`config.mk`:
```
export PLATFORM = sky130hd
export DESIGN_NAME = btn_debounce
export DESIGN_NICKNAME = d
export VERILOG_FILES = /design/src/rtl/seq_pkg.sv /design/src/rtl/btn_debounce.sv
export SDC_FILE = /design/constraint.sdc
export NUM_CORES = 1
export LEC_CHECK = 0
export ABC_AREA = 1
export BUFFER_PORTS_ARGS = -buffer_cell sky130_fd_sc_hd__buf_2
export CAP_MARGIN = 20
export CORE_MARGIN = 2
export CORE_UTILIZATION = 55
export DETAILED_ROUTE_END_ITERATION = 16
export GPL_ROUTABILITY_DRIVEN = 0
export PLACE_DENSITY = 0.68
export SYNTH_ARGS = -nofsm -noshare
export SYNTH_HDL_FRONTEND = slang
export SYNTH_SLANG_ARGS = --single-unit
```
`constraint.sdc`:
```
create_clock -name Clk -period 1.5 [get_ports Clk]
set_input_delay 0.15 -clock Clk [delete_from_list [all_inputs] [get_ports Clk]]
set_output_delay 0.15 -clock Clk [all_outputs]
set_load 0.01 [all_outputs]
```
`src/rtl/seq_pkg.sv`:
```
// Shared state encoding and default timing constants for the test sequencer.
package seq_pkg;

    localparam int unsigned COUNT_W = 8;
    localparam logic [15:0] DEBOUNCE_CYCLES_DEF = 16'd50000;
    localparam logic [31:0] TIMEOUT_CYCLES_DEF  = 32'd5000000;

    typedef enum logic [1:0] {
        IDLE = 2'd0,
        RUN  = 2'd1,
        SHOW = 2'd2
    } seq_state_e;

endpackage

```
`src/rtl/btn_debounce.sv`:
```
// Two-flop synchroniser plus counting debouncer for the start push-button.
// After reset the button must be seen released before any press is accepted.
module btn_debounce
    import seq_pkg::*;
#(
    parameter logic [15:0] DEBOUNCE_CYCLES = DEBOUNCE_CYCLES_DEF
) (
    input  logic Clk,
    input  logic Reset,
    input  logic raw,
    output logic level
);

    logic [1:0]  sync_q;
    logic [1:0]  fill_q;
    logic [15:0] cnt_q;
    logic        armed_q;
    logic        last_c;

    assign last_c = (cnt_q == DEBOUNCE_CYCLES - 16'd1);

    // fill_q masks the reset-valued synchroniser output so it is never mistaken for a release
    always_ff @(posedge Clk or posedge Reset) begin
        if (Reset) begin
            sync_q  <= 2'b00;
            fill_q  <= 2'b00;
            cnt_q   <= 16'd0;
            armed_q <= 1'b0;
            level   <= 1'b0;
        end else begin
            sync_q <= {sync_q[0], raw};
            fill_q <= {fill_q[0], 1'b1};
            if (!fill_q[1]) begin
                cnt_q <= 16'd0;
            end else if (!armed_q) begin
                if (sync_q[1]) begin
                    cnt_q <= 16'd0;
                end else if (last_c) begin
                    armed_q <= 1'b1;
                    cnt_q   <= 16'd0;
                end else begin
                    cnt_q <= cnt_q + 16'd1;
                end
            end else if (sync_q[1] == level) begin
                cnt_q <= 16'd0;
            end else if (last_c) begin
                level <= sync_q[1];
                cnt_q <= 16'd0;
            end else begin
                cnt_q <= cnt_q + 16'd1;
            end
        end
    end

endmodule

```
==> out/results.ini, run 1 <==
[run_status]
outcome = complete, no violations

[power_and_ir_drop]
swShare = 0.210
power_density_nw_per_um2 = 738
power.switching_uw = 202
p_int_uw = 761
seqPwrFrac = 0.629
power.leakage_nw = 0.606
irDropWorstVdd_uv = 538
pwr-share-clk = 0.332
combPwrFrac = 0.039

[clock_network]
cts.clk_slew.worst_paths_ns = 0.12
post_cts_buffers = 0
cts_sinks = 22
htreeDepth = 1
clock_path_buffers = 2
cts_made_buffers = 3
clock_latency_ns = 0.30
cts_tree = built
clockRootBuffer = clkbuf_4

[sta]
rsz0062_at_grt = no
period_share = 0.910
min_period_ns = 1.36
final_max_slew_viol_count = 0
hold_violations = 0
timing.setup.tns_ns = 0
fin_skew_ns = 0.00911
setup_viol = 0
max_clock_freq_ghz = 0.733

[layout]
final_nets = 171
syn_to_final_growth_pct = 9.56
layout-drive-gt1-share = 0.139
diodes = 0
fin_area_sq_um = 1310

[detailed_routing]
drtIter0Drc = 32
wirelength_microns = 2240
vias_per_cell = 5.10
dr.pass1.iters = 4
vias = 984
drc = 0
routedWlPerCell_microns = 11.6
drtAntennaViolNets = 0

[grt]
antenna_found_initial = 0
grt_pass1_wl_microns = 3980
grt_max_degree = 23
gr-total-overflow = 0
first_global_vias = 993
grtUsageTotal = 0.207

[die]
die_area_sq_um = 2550
pin_count = 4
die_height_microns = 50.5
rows = 16
start_util = 0.595
coreArea_sq_um = 2000
die_width_microns = 50.5

[logic_synthesis]
ys_ff_latch = 22
synth_cell_type_count = 21
synth_area_sq_um = 1190
synth_nets = 160
synthCells = 156
seq_area_frac_synth = 0.462
yosysWarnings = 0
avgSynthCellArea_sq_um = 7.64

[critical_path]
startpoint_type = flip-flop
critical_path_class = flip-flop to flip-flop
crit_required_ns = 1.71
path_max_fanout = 13
worstPathArrival_ns = 1.58
crit_path_end_kind = flip-flop

[hold_path]
min_path_type = flip-flop to flip-flop

[place]
placed_area_sq_um = 1240
hpwl_microns = 1770
io_buffers = 3

[run]
maxCapViolations = 0

[critical path, cell delays in order, from the launching register on]
cell	delay (ns)
dfrtp_1	0.42
ha_1	0.23
nand3_1	0.14
nor2_2	0.07
nand2_2	0.11
nand2_4	0.13
nor3_1	0.18
[power groups by stage]
stage	Clock, mW	Combinational (mW)	Sequential, mW
floorplan	0	0.0256	0.616
global placement	0	0.0328	0.617
detailed placement	0	0.0336	0.618
CTS	0.329	0.0376	0.606
global route	0.360	0.0437	0.607
finish	0.320	0.0374	0.606
[flip-flops by register name, indices dropped and copies added, names as in the netlist]
register  count
cnt_q        16
armed_q       1
fill_q        2
sync_q        2
level         1
[Yosys cell counts (all sizes together)]
library cell  number  area [sq um]
nor3               5          30.0
inv               21          78.8
nand4              5          31.3
conb               1          3.75
ha                 1          12.5
nand2             40           168
buf                1          11.3
dfrtp             22           551
nor2              40           188
nand3             12          60.1
a21oi              1          5.00
o21bai             1          7.51
o21ai              2          10.0
xor2               4          35.0
[through the flow]
stage	utilization	hold WS [ns]	setup slack, ns	power [mW]	std cells
after floorplan	-	0.139	0.237	0.642	156
after global placement	0.621	0.189	0.134	0.650	187
after detailed placement	0.621	0.203	0.0717	0.651	187
after CTS	0.649	0.371	0.0329	0.972	193
after global routing	0.652	0.388	0.0323	1.01	193
final	0.652	0.367	0.136	0.963	193
[routing by layer]
layer / track usage / wire (microns) / vias to the layer above / part of all wire
met5: 0 / 0 / - / 0
met4: 0.0586 / 10 / 0 / 0.0045
met3: 0.0387 / 81 / 2 / 0.036
met2: 0.375 / 1150 / 19 / 0.52
met1: 0.250 / 992 / 461 / 0.44
li1: - / - / 502 / -
[layout make-up]
class	count	area, sq um
Clock buffer	4	36.3
Fill cell	186	697
Inverter	21	78.8
Multi-Input combinational cell	112	556
Sequential cell	22	551
Tap cell	27	33.8
Timing Repair Buffer	7	50.0
[cells by family after synthesis]
logic type,count (synthesis),synth area share
xor gates and xnor gates,4,0.0294
and+or+nand+nor,102,0.400
buffers and inverters,22,0.0756
other,1,0.00315
AOI/OAI and AO/OA,4,0.0189
DFF,22,0.462
adders and majority gates,1,0.0105
[what timing repair did]
action | 4_1_cts | 5_1_grt
hold buffers | 2 | 0
hold endpoints to repair | 23 | 0
setup endpoints to repair | 0 | 13
gates resized for setup | 0 | 1
[worst paths after layout]
path / start / endpoint / slack, ns / cells past startpoint
setup / recovery: cnt_q[0]$_DFF_PP0_ / cnt_q[2]$_DFF_PP0_ / 0.14 / 6
hold / removal: sync_q[0]$_DFF_PP0_ / sync_q[1]$_DFF_PP0_ / 0.37 / 0
setup reg to reg: cnt_q[0]$_DFF_PP0_ / cnt_q[2]$_DFF_PP0_ / 0.14 / 6
hold reg to reg: sync_q[0]$_DFF_PP0_ / sync_q[1]$_DFF_PP0_ / 0.37 / 0
max in group asynchronous: Reset / cnt_q[10]$_DFF_PP0_ / 0.87 / 4
min in group asynchronous: Reset / cnt_q[13]$_DFF_PP0_ / 0.41 / 4
[cells in the final DEF (no fill, tap or decap), drive strengths merged]
| master | count |
|---|---|
| nand4 | 5 |
| a21oi | 1 |
| clkbuf | 4 |
| o21ai | 2 |
| conb | 1 |
| nand2 | 40 |
| o21bai | 1 |
| nand3 | 12 |
| xor2 | 4 |
| dfrtp | 22 |
| dlygate4sd3 | 2 |
| nor3 | 5 |
| ha | 1 |
| inv | 21 |
| buf | 5 |
| nor2 | 40 |
Note: power is estimated with default switching activity, not from simulation.
==> run 2, diff against run 1 <==
- ABC_AREA: 1 -> unset
- CAP_MARGIN: 20 -> unset
==> run 2 against run 1 <==
  * The flow now finishes with violations (negative setup slack)
  * Count of clock-buffer cells in the layout down 1
  * Utilization increased by 9.7 points
  * Clock power rose by 44%
  * Global-route usage increased by 1.9 points
  * Wire length is 11% lower
  * Register-to-register slack worse by 0.28 ns
  * Sequential cell count unchanged
  * Die area is 14% lower
  * Via count fell by 20%
  * Combinational power increased by 16%
==> out/results.ini, run 2 <==
[layout]
top_register = cnt_q
layout_commonest_cell = dfrtp_1
final_nets = 129
final_cell_mix = dfrtp_1 (22), buf_4 (18), nor2_1 (15)
layout-drive-gt1-share = 0.274
num-fill-cells = 122
layout.cells.non_filler = 149
syn_to_final_growth_pct = 27.4
diodes = 0
top_regs = cnt_q: 16 flops, fill_q: 2 flops, sync_q: 2 flops
largest_register_ffs = 16

[hold_path]
worstHoldPathCells = 0
holdCritStartpoint = fill_q[0]$_DFF_PP0_
whs_endpoint = fill_q[1]$_DFF_PP0_
min_path_type = flip-flop to flip-flop

[critical_path]
r2r_cells = 4
r2r_start = cnt_q[13]$_DFF_PP0_
worstPathArrival_ns = 1.86
cpPeakStageDelay_ns = 0.54
crit_path_end_kind = flip-flop
critical_path_class = flip-flop to flip-flop
r2r-end = level$_DFFE_PP0P_
startpoint_type = flip-flop
critPathSlowestCell = or4_4
reg2reg_setup_slack_ns = -0.14
crit_required_ns = 1.72
path_max_fanout = 2
path_cells = or4_4 -> nor4_4 -> nand4_1 -> mux2_1

[die]
die_height_microns = 47.0
pin_count = 4
rows = 15
die_area_sq_um = 2200
die_width_microns = 47.0
coreArea_sq_um = 1730
start_util = 0.588

[logic_synthesis]
ys_ff_latch = 22
avgSynthCellArea_sq_um = 10.5
async_flop_share = 1.00
synth_area_sq_um = 1010
yosysWarnings = 0
synth-edff-count = 0
synth_nets = 101
synthTopCellsByCount = dfrtp_1 (22), nor2_1 (17), xnor2_1 (14), inv_1 (7)
yosysTopAreaCell = dfrtp_1
ys.flop_type = dfrtp_1
seq_area_frac_synth = 0.543
synth_cell_type_count = 22
synth.area.top_cells = dfrtp_1 (54%), xnor2_1 (12%), nor2_1 (6.3%)
synth.most_common_cell = dfrtp_1
synthCells = 97
synth_top_area_share = 0.543

[clock_network]
clockRootBuffer = clkbuf_4
htreeDepth = 1
clock_path_buffers = 2
cts.clk_slew.worst_paths_ns = 0.12
cts_tree = built
cts_sinks = 22
cts_made_buffers = 3
clock_latency_ns = 0.32

[grt]
first_global_vias = 747
grt_max_degree = 23
gr-total-overflow = 0
antenna_found_initial = 0
grt_pass1_wl_microns = 3320
grtUsageTotal = 0.226

[power_and_ir_drop]
power_mw = 1.11
irDropWorstVdd_uv = 721
power.leakage_nw = 0.539
power_density_nw_per_um2 = 859

[run_status]
violations = negative setup slack
outcome = finished with violations

[place]
hpwl_microns = 1290
dp.cells = 140
dp_slack_ns = -0.195
io_buffers = 3

[sta]
setup_slack_ns = -0.143
min_period_ns = 1.64
timing.setup.tns_ns = -1.95
hold_violations = 0
max_clock_freq_ghz = 0.609
fin_skew_ns = 0.00109
period_share = 1.10
final_max_slew_viol_count = 0
rsz0062_at_grt = yes
holdWs_ns = 0.365
setup_viol = 17

[run]
maxCapViolations = 0

[detailed_routing]
drtIter0Drc = 29
vias = 786
drtAntennaViolNets = 0
vias_per_cell = 5.28
drc = 0
dr.pass1.iters = 4
wirelength_microns = 1990
routedWlPerCell_microns = 13.3

run 2: changes by cell type in the layout (fill, tap and decap cells not counted), sizes merged, moves of 2 or more:
cell	previous run	this run
inv	21	7
xnor2	0	14
nor2	40	17
xor2	4	1
nand3	12	5
buf	5	21
o21ai	2	0
nand2	40	4
a211o	0	2
nor4	0	6
run 2: metrics by stage:
step / cell area, sq um / utilization
2_1_floorplan: 1020 / -
3_3_place_gp: 1180 / 0.681
3_5_place_dp: 1180 / 0.681
4_1_cts: 1280 / 0.741
5_1_grt: 1290 / 0.749
6_report: 1290 / 0.749
run 2: report_power, final:
group          internal (mW)  switching (mW)
clock                  0.270           0.191
combinational         0.0164          0.0270
sequential             0.601         0.00492
total                  0.888           0.223
run 2: kinds of logic (layout without fill, tap and decap cells):
| group | count (synthesis) | count (layout) | synth area share |
|---|---|---|---|
| multiplexers | 1 | 1 | 0.0111 |
| other | 1 | 1 | 0.00370 |
| AO/OA/AOI/OAI | 2 | 3 | 0.0173 |
| buffers and inverters | 8 | 34 | 0.0333 |
| flip-flops | 22 | 22 | 0.543 |
| XOR/XNOR | 15 | 15 | 0.129 |
| AND/OR/NAND/NOR | 47 | 47 | 0.250 |
| adder cells (fa/ha/maj) | 1 | 1 | 0.0123 |
run 2: worst max-delay path, delay by kind of cell (launching register included):
| family | cells | cell delay (ns) |
|---|---|---|
| and+or+nand+nor | 3 | 0.82 |
| DFF | 1 | 0.40 |
| muxes | 1 | 0.32 |
run 2: cell type report:
type / count / area (sq um) / share of cell area
clock buffer: 3 / 22.5 / 0.0174
inverter: 7 / 26.3 / 0.0203
sequential: 22 / 551 / 0.426
timing repair buffer: 23 / 170 / 0.132
clock inverter: 1 / 30.0 / 0.0232
tap: 25 / 31.3 / 0.0242
multi-input combinational: 68 / 462 / 0.357
run 2: metal layers:
metal  GRT usage  part of all wire  vias to the layer above  routed length, microns
met2       0.348              0.48                       16                     956
met1       0.310              0.47                      384                     927
met3      0.0231             0.022                        4                      43
met4       0.133             0.030                        0                      60
li1            -                 -                      382                       -
met5           0                 0                        -                       0
run 2: worst max-delay path by stage:
stage	from	to	slack (ns)	depth (start not counted)
floorplan	cnt_q[13]$_DFF_PP0_	level$_DFFE_PP0P_	-0.14	4
global placement	cnt_q[13]$_DFF_PP0_	level$_DFFE_PP0P_	-0.15	4
detailed placement	cnt_q[13]$_DFF_PP0_	cnt_q[6]$_DFF_PP0_	-0.20	4
CTS	cnt_q[13]$_DFF_PP0_	level$_DFFE_PP0P_	-0.15	4
global route	cnt_q[13]$_DFF_PP0_	level$_DFFE_PP0P_	-0.19	4
finish	cnt_q[13]$_DFF_PP0_	level$_DFFE_PP0P_	-0.14	4
run 2: what timing repair did:
action                                  4_1_cts  5_1_grt
hold endpoints to repair                     23        0
buffers inserted                              1        1
pin swaps                                     5        1
gates cloned                                  1        0
endpoints found under the setup margin       16       17
hold buffers                                  2        0
resized for setup                             3        1
==> run 3, diff against run 2 <==
- CELL_PAD_IN_SITES_DETAIL_PLACEMENT: unset -> 1
- CELL_PAD_IN_SITES_GLOBAL_PLACEMENT: unset -> 1
- CORE_UTILIZATION: 55 -> 46
- PLACE_DENSITY: 0.68 -> 0.71
- TNS_END_PERCENT: unset -> 5
==> run 3 against run 2 <==
  * The run still ends with negative setup slack left
  * Design area fell by 4.2%
  * Sequential share of layout area rose by 1.9 points
  * Global-route usage fell by 1.6 points
  * Fmax fell by 6.6%
  * Critical endpoint unchanged
  * Largest cell class unchanged
  * Highest routed layer unchanged
==> out/results.ini, run 3 (synthesized netlist as in run 2, its figures left out) <==
[run]
maxCapViolations = 0

[sta]
setup_slack_ns = -0.258
hold_violations = 0
max_clock_freq_ghz = 0.569
setup_viol = 16
period_share = 1.17
rsz0062_at_grt = yes
fin_skew_ns = 0.00580
final_max_slew_viol_count = 0
holdWs_ns = 0.367
timing.setup.tns_ns = -2.77
min_period_ns = 1.76

[grt]
grt_use_met2 = 0.344
grt_pass1_wl_microns = 3950
grtUsageTotal = 0.211
grt_util_met1 = 0.268
gr-total-overflow = 0
grt_use_met3 = 0.0439
antenna_found_initial = 0
top_usage_layer = met2
first_global_vias = 863
grt_max_degree = 23

[critical_path]
startpoint_type = flip-flop
crit_required_ns = 1.71
reg2reg_setup_slack_ns = -0.26
worstPathArrival_ns = 1.97
critical_path_class = flip-flop to flip-flop
path_max_fanout = 3
crit_path_end_kind = flip-flop

[detailed_routing]
drc = 0
vias_per_cell = 5.09
routedWlPerCell_microns = 14.4
vias = 753
drtIter0Drc = 0
dr.pass1.iters = 1
drtAntennaViolNets = 0
wirelength_microns = 2140

[layout]
diodes = 0
final_nets = 125
largest_register_ffs = 16
final_cell_mix = dfrtp_1 (22), nor2_1 (17), buf_4 (15)
layout_commonest_cell = dfrtp_1
syn_to_final_growth_pct = 22.1
fin_util = 0.577
num-fill-cells = 253
multiInputGateArea_sq_um = 443
top_register = cnt_q
seq_area_sq_um = 551
fin_area_sq_um = 1240
layout.cells.non_filler = 148
top_regs = cnt_q: 16 flops, fill_q: 2 flops, sync_q: 2 flops
layout-drive-gt1-share = 0.242

[place]
dp.cells = 142
dp_slack_ns = -0.270
placed_area_sq_um = 1170
io_buffers = 3
hpwl_microns = 1570

[power_and_ir_drop]
power_uw = 973
irDropWorstVdd_uv = 546
power.leakage_nw = 0.518
power_density_nw_per_um2 = 786

[die]
pin_count = 4
rows = 17
coreArea_sq_um = 2150
die_width_microns = 51.0
die_area_sq_um = 2600
start_util = 0.472
die_height_microns = 51.0

[clock_network]
htreeDepth = 1
clock_path_buffers = 2
clockRootBuffer = clkbuf_4
clock_latency_ns = 0.31
cts_sinks = 22
cts_made_buffers = 3
cts_tree = built
cts.clk_slew.worst_paths_ns = 0.12

[run_status]
outcome = finished with violations
violations = negative setup slack

[hold_path]
min_path_type = flip-flop to flip-flop

-- run 3: cell types whose count changed in the layout (fill, tap and decap cells not counted) --
cell	previous run	this run
mux2_4	0	1
nor2_1	15	17
mux2_1	1	0
bufinv_16	1	0
nor2_2	2	0
clkbuf_8	0	1
buf_4	18	15
a211o_4	1	0
-- run 3: layout make-up --
class,instances,area share
well taps,28,0.0283
clock buffers,4,0.0293
multi-input cells,67,0.358
flip-flops and latches,22,0.444
repair buffers,20,0.119
inverters,7,0.0212
-- run 3: worst paths after layout --
check,cells past startpoint,endpoint,from
max,4,level$_DFFE_PP0P_,cnt_q[13]$_DFF_PP0_
min,0,sync_q[1]$_DFF_PP0_,sync_q[0]$_DFF_PP0_
max reg2reg,4,level$_DFFE_PP0P_,cnt_q[13]$_DFF_PP0_
min reg2reg,0,sync_q[1]$_DFF_PP0_,sync_q[0]$_DFF_PP0_
max in group asynchronous,4,cnt_q[5]$_DFF_PP0_,Reset
min in group asynchronous,4,cnt_q[6]$_DFF_PP0_,Reset
-- run 3: critical path, cell delays in order, from the launching register on --
cell	delay, ns
dfrtp_1	0.40
or4_4	0.55
nor4_4	0.19
nand4_1	0.18
mux2_4	0.33
-- run 3: per-layer routing --
metal	vias to the layer above	part of all wire
li1	372	-
met1	373	0.47
met2	4	0.50
met3	4	0.015
met4	0	0.015
met5	-	0
-- run 3: timing repair --
action | 4_1_cts | 5_1_grt
endpoints found under the hold margin | 23 | 0
endpoints found under the setup margin | 16 | 17
resized for setup | 1 | 1
setup buffers | 0 | 0
hold buffers | 2 | 0
pin swaps | 0 | 1
-- run 3: power breakdown --
part           internal (mW)  leakage [nW]  total [mW]  switching (mW)
logic                 0.0119         0.200      0.0344          0.0225
registers              0.601         0.297       0.607         0.00579
clock network          0.148        0.0210       0.332           0.184
total                  0.761         0.518       0.973           0.212
